## src/rtl/game_input_ctrl.sv

```systemverilog
// Button conditioning front end for gameFSM: synchronize, debounce and edge-detect
// three pushbuttons, then gate the resulting pulses by game state with fixed priority.
module game_input_ctrl #(
    parameter int unsigned DEBOUNCE_CYCLES = 1000000,
    parameter bit          BTN_ACTIVE_LOW  = 1'b1
) (
    input  logic       clk,
    input  logic       resetFSM,
    input  logic       btn_start,
    input  logic       btn_pause,
    input  logic       btn_reset,
    input  logic [2:0] game_state,
    output logic       startGame,
    output logic       pauseGame,
    output logic       reset,
    output logic [2:0] btn_level
);

    localparam int unsigned NB    = 3;
    localparam int unsigned CNT_W = $clog2(DEBOUNCE_CYCLES + 1);
    localparam logic [CNT_W-1:0] CNT_LAST = CNT_W'(DEBOUNCE_CYCLES - 1);

    localparam logic [2:0] ST_START    = 3'b000;
    localparam logic [2:0] ST_PLAYING  = 3'b001;
    localparam logic [2:0] ST_PAUSE    = 3'b010;
    localparam logic [2:0] ST_RESET    = 3'b011;
    localparam logic [2:0] ST_GAMEOVER = 3'b100;

    logic [NB-1:0]    pressed_c;
    logic [NB-1:0]    sync1;
    logic [NB-1:0]    sync2;
    logic [NB-1:0]    stable;
    logic [NB-1:0]    stable_q;
    logic [NB-1:0]    rise_c;
    logic [CNT_W-1:0] cnt [NB];

    logic start_ok_c;
    logic pause_ok_c;
    logic do_reset_c;
    logic do_pause_c;
    logic do_start_c;

    // Bit order {reset, pause, start}; 1 = pressed regardless of board polarity.
    assign pressed_c = {btn_reset, btn_pause, btn_start} ^ {NB{BTN_ACTIVE_LOW}};

    // Two-flop synchronizer; released level is 0 after normalization.
    always_ff @(posedge clk) begin
        if (resetFSM) begin
            sync1 <= '0;
            sync2 <= '0;
        end else begin
            sync1 <= pressed_c;
            sync2 <= sync1;
        end
    end

    // Debounce: accept a new level only after DEBOUNCE_CYCLES consecutive differing samples.
    always_ff @(posedge clk) begin
        if (resetFSM) begin
            stable   <= '0;
            stable_q <= '0;
            for (int i = 0; i < int'(NB); i++) begin
                cnt[i] <= '0;
            end
        end else begin
            stable_q <= stable;
            for (int i = 0; i < int'(NB); i++) begin
                if (sync2[i] == stable[i]) begin
                    cnt[i] <= '0;
                end else if (cnt[i] == CNT_LAST) begin
                    stable[i] <= sync2[i];
                    cnt[i]    <= '0;
                end else begin
                    cnt[i] <= cnt[i] + CNT_W'(1);
                end
            end
        end
    end

    assign rise_c    = stable & ~stable_q;
    assign btn_level = stable;

    // State gating and reset > pause > start arbitration.
    always_comb begin
        start_ok_c = 1'b0;
        pause_ok_c = 1'b0;
        case (game_state)
            ST_START, ST_RESET, ST_GAMEOVER: start_ok_c = 1'b1;
            ST_PLAYING, ST_PAUSE:            pause_ok_c = 1'b1;
            default:                         ;
        endcase
        do_reset_c = rise_c[2];
        do_pause_c = rise_c[1] & pause_ok_c & ~do_reset_c;
        do_start_c = rise_c[0] & start_ok_c & ~do_reset_c & ~do_pause_c;
    end

    always_ff @(posedge clk) begin
        if (resetFSM) begin
            startGame <= 1'b0;
            pauseGame <= 1'b0;
            reset     <= 1'b0;
        end else begin
            startGame <= do_start_c;
            pauseGame <= do_pause_c;
            reset     <= do_reset_c;
        end
    end

endmodule

```

## config.mk

```make
export PLATFORM = sky130hd
export DESIGN_NAME = game_input_ctrl
export DESIGN_NICKNAME = d
export VERILOG_FILES = /design/src/rtl/game_input_ctrl.sv
export SDC_FILE = /design/constraint.sdc
export NUM_CORES = 1
export LEC_CHECK = 0
export ABC_AREA = 1
export CAP_MARGIN = 15
export CORE_UTILIZATION = 45
export DETAILED_ROUTE_END_ITERATION = 6
export PLACE_DENSITY = 0.61
export SYNTH_ARGS = -nofsm -noshare
export SYNTH_HDL_FRONTEND = slang
export SYNTH_SLANG_ARGS = --single-unit
```

## constraint.sdc

```tcl
create_clock -name clk -period 2.2 [get_ports clk]
set_input_delay 0.33 -clock clk [delete_from_list [all_inputs] [get_ports clk]]
set_output_delay 0.33 -clock clk [all_outputs]
set_load 0.02 [all_outputs]
```

-- Yosys cells after proc, flatten, opt, wreduce, memory -nomap -nowiden
Memory sizes are Yosys's and may differ from the RTL's.
Cells that the tools add are included.
- bits in registers: 15
- bits in writable memories: 60
- bits of input ports: 8
- output and inout port bits: 6
- logic and storage cells: 97
- memories: 1
- $add $sub $neg: 3
- equality and inequality tests: 10
- multiplexer cells: 46
- bitwise gates (word level): 22
- reduce and logical (&&, ||, !) cells: 6
- memory list (memory ; depth ; width ; read ports ; clocked after memory_dff ; write ports ; line ; RTL):
    cnt ; 3 ; 20 ; 3 ; 0 ; 3 ; 35 ; logic [CNT_W-1:0] cnt [NB];
- operators by type and width (cell ; number):
    two-way mux 20 bit ; 9
    adder 20 x 1 -> 20 bit, second input constant ; 3
    == test 20 bit, second input constant ; 3
    two-way mux 1 bit ; 37
    bitwise OR 1 bit ; 9
    == test 3 x 2 -> 1 bit, second input constant ; 2
    NOT 3 bit ; 2
    AND reduction 2 bit ; 3
    bitwise AND 1 bit ; 5
    NOT 1 bit ; 5
    bitwise AND 3 bit ; 1
    == test 1 bit ; 3
    == test 3 x 1 -> 1 bit, second input constant ; 1
    == test 3 bit, second input constant ; 1
    logical NOT 3 bit ; 1
    OR reduction 3 bit ; 1
    OR reduction 2 bit ; 1

-- Longest topological paths before layout
- depth in word-level cells: 7
- gate-level depth with buffers: 8
- depth with buffers taken out: 8

-- Worst setup path before layout
OpenSTA, ideal clock, no wires.
- path type: reg-to-reg
- start: memory cnt[1][0] (netlist bit)
- end: memory cnt[1][15] (netlist bit), data pin
- library setup time: 255 ps
- arrival time: 1320 ps
- slack: 625 ps
- stages on the path, launching flop included: 8
- path buffers: 1
- period minus slack after synthesis: 1575 ps
- path through: edfxtp_1 ha_1 nand3_2 nor2_2 nand3_2 nand2_4 buf_12 nor2_2
- RTL lines (element ; line):
    from (decl) ; 35

==> results by group <==
Placement
  – Gpl congestion: 0.851
  – Port Buffers: 13
  – Hpwl dp: 5890 um

Die
  – DIE WIDTH: 98.0 um
  – Top Ports: 14
  – Starting density of the core: 47.1%
  – Floorplan Core Area: 0.00881 mm2
  – Row cnt: 34
  – Area of the die: 0.00960 mm2
  – Height of the die: 98.0 um

Clock network
  – CTS buffer count: 9
  – Worst-skew pair later-pin latency: 0.34 ns
  – Post-CTS Resized: 0
  – Post-CTS Setup Bufs: 0
  – Clock-pin transition on the worst setup and hold timing paths: 0.07 ns
  – H-Tree Depth: 3
  – Maximum buffer depth of the clock tree: 2
  – CTS Sinks: 75
  – Clock Tree Root: clkbuf_8
  – CTS tree: done
  – CTS Hold Bufs: 0

Global route
  – Pin count of the biggest net entering global routing: 20
  – First-pass GRT wire length: 13500 um
  – GRT Util Overall: 17.7%
  – Number of global-route vias before repair: 3042
  – Initial antenna violation count: 0
  – Congestion Overflow GR: 0

Timing
  – Fin crit share: 79.8%
  – Count of final setup violators: 0
  – Final hold vios: 0
  – Slew Viols, Final: 0
  – Min Tclk post-route: 1.76 ns
  – Fmax: 569 MHz
  – Clock Skew: 0.0112 ns
  – RSZ-0062 raised after global routing: false
  – Setup TNS: 0 ns
  – Fin Hold WS: 0.405 ns

Power
  – Power per cell area: 608 mW/mm2
  – Switching Share: 22.1%
  – Combinational Power Share: 4.9%
  – Sw power: 0.646 mW
  – LEAKAGE: 1.75 nW
  – Clk pwr share: 39.2%
  – Cell-internal power: 2.28 mW
  – Final total power: 2.93 mW
  – Register share of total power: 56.0%
  – Peak supply drop: 325 uV

Setup path
  – Critical path arrival: 1.83 ns
  – Crit Reg-Reg Startpoint: cnt[2][0]
  – R2r endpoint: cnt[2][12]
  – CP max stage delay: 0.38 ns
  – Worst Path Max Fanout: 18
  – CP Capture Type: flip-flop
  – Family with the most delay on the worst path: simple AND/OR/NAND/NOR gates
  – Crit path kind: reg2reg
  – Reg2reg setup slack: 0.44 ns
  – Crit path required time: 2.28 ns
  – Critical-path cell list: ha_1 > nand2_1 > nor3_2 > nand3_2 > nand2_2 > nor2_1
  – Worst path bufs/invs: 0
  – Worst path slowest cell: edfxtp_1
  – Critical Path Source Type: flip-flop
  – Worst r2r path cells: 6

Finish
  – Final #Nets: 582
  – Number of diodes: 0
  – Layout Utilization: 54.7%
  – Area grow syn2layout: 16.2%
  – Share of cells above drive strength 1: 9.20%

Status
  – Status: complete, but fails checks
  – Failing checks: DRC

Yosys
  – Post-Syn Instances: 491
  – Post-Synthesis Cell Area: 0.00414 mm2
  – Most area-hungry cell type in the Yosys netlist: edfxtp_1
  – Dominant cell by count in the synthesized netlist: nor2_1
  – EDFF count, synth: 60
  – Commonest cells post-synth: nor2_1 (122), nand2_1 (111), edfxtp_1 (60)
  – YS warnings: 0
  – Top cell type's share of synthesized area: 43.5%
  – Register area share after synthesis: 50.7%
  – Synth area leaders: edfxtp_1 (43%), nor2_1 (11%), nand2_1 (10%)
  – Synth unique cells: 31
  – Number of synthesized register bits: 75
  – Ys async rst share: 0%
  – Primary FF master, synth: edfxtp_1
  – Synth Area per Inst: 8.44 um2

Worst hold path
  – Worst Hold Depth: 2
  – Hold endpoint: sync2[0]
  – Hold Path Class: reg2reg
  – Hold Crit Start: sync1[0]

Detailed routing
  – Drt pass-1 iters: 6
  – DR vias/cell: 4.65
  – Post-route antenna net violation count: 0
  – DRC: 2
  – WL/cell: 11.3 um
  – Initial DRC count: 123
  – Drt total wl: 7720 um
  – Via count: 3184

Run
  – Max Cap Viol: 0
==> flip-flops by register name, summed over array words and instances (netlist names) <==
signal / flops
pauseGame: 1
sync2: 3
cnt: 60
btn_level: 3
stable_q: 3
sync1: 3
startGame: 1
reset: 1
==> cell families (layout without fill, tap and decap cells) <==
kind of cell               after synthesis  count (layout)  synth area share, %
and+or+nand+nor                        313             313                 33.4
DFF                                     75              75                 50.7
xor gates and xnor gates                35              35                 7.40
adders and majority gates                3               3                0.906
other                                    1              60               0.0905
AOI/OAI and AO/OA                       25              25                 3.17
buffers and inverters                   39              65                 4.32
==> tightest hold or removal path: cells and delay by family (launching register included) <==
kind          cells  cell delay [ns]
flops             1             0.30
buf+inv           1             0.04
simple gates      1             0.03
==> metrics by stage <==
| stage | instance area, um2 | instances | setup slack [ns] |
|---|---|---|---|
| floorplan | 4370 | 550 | 0.625 |
| global placement | 4590 | 668 | 0.419 |
| detailed placement | 4590 | 668 | 0.370 |
| CTS | 4820 | 684 | 0.404 |
| global route | 4820 | 684 | 0.271 |
| finish | 4820 | 684 | 0.444 |
==> routing by layer <==
metal  track usage [%]  share of wire [%]  up-vias
li1                  -                  -     1684
met1              24.6                 52     1446
met2              28.0                 44       43
met3              2.72                2.7       11
met4              6.88                1.7        0
met5                 0                  0        -
==> worst max-delay path by stage <==
stage / from / end / depth (start not counted)
floorplan: cnt[1][0] / cnt[1][15] / 7
global placement: resetFSM / cnt[1][10] / 6
detailed placement: resetFSM / cnt[1][10] / 6
CTS: cnt[2][0] / cnt[2][12] / 6
global route: cnt[2][0] / cnt[2][12] / 6
finish: cnt[2][0] / cnt[2][12] / 6
==> final cells by class <==
cell class | instances | area [um2]
repair buffers | 14 | 138
fillers | 841 | 3990
inverters | 35 | 131
clock buffers | 14 | 216
well taps | 108 | 135
clock inverters | 2 | 10.0
multi-input cells | 436 | 2080
flip-flops and latches | 75 | 2100
==> cells in the final DEF, fill, tap and decap left out, types with 6 or more instances in the layout <==
cell	netlist	final
a21oi_1	20	20
clkbuf_8	0	10
clkdlybuf4s50_1	0	13
conb_1	1	60
dfxtp_1	15	15
edfxtp_1	60	60
inv_1	33	33
nand2_1	111	111
nand3_1	29	29
nand3_2	6	6
nor2_1	122	122
nor2_2	19	19
or2_0	6	6
xnor2_1	17	17
xor2_1	18	18
==> power by group through the flow <==
stage	clock [mW]	combinational, mW	sequential (mW)
floorplan	0	0.111	1.65
global placement	0	0.138	1.67
detailed placement	0	0.140	1.67
CTS	1.18	0.141	1.64
global route	1.22	0.166	1.65
finish	1.15	0.142	1.64
Note: power is estimated with default switching activity, not from simulation.
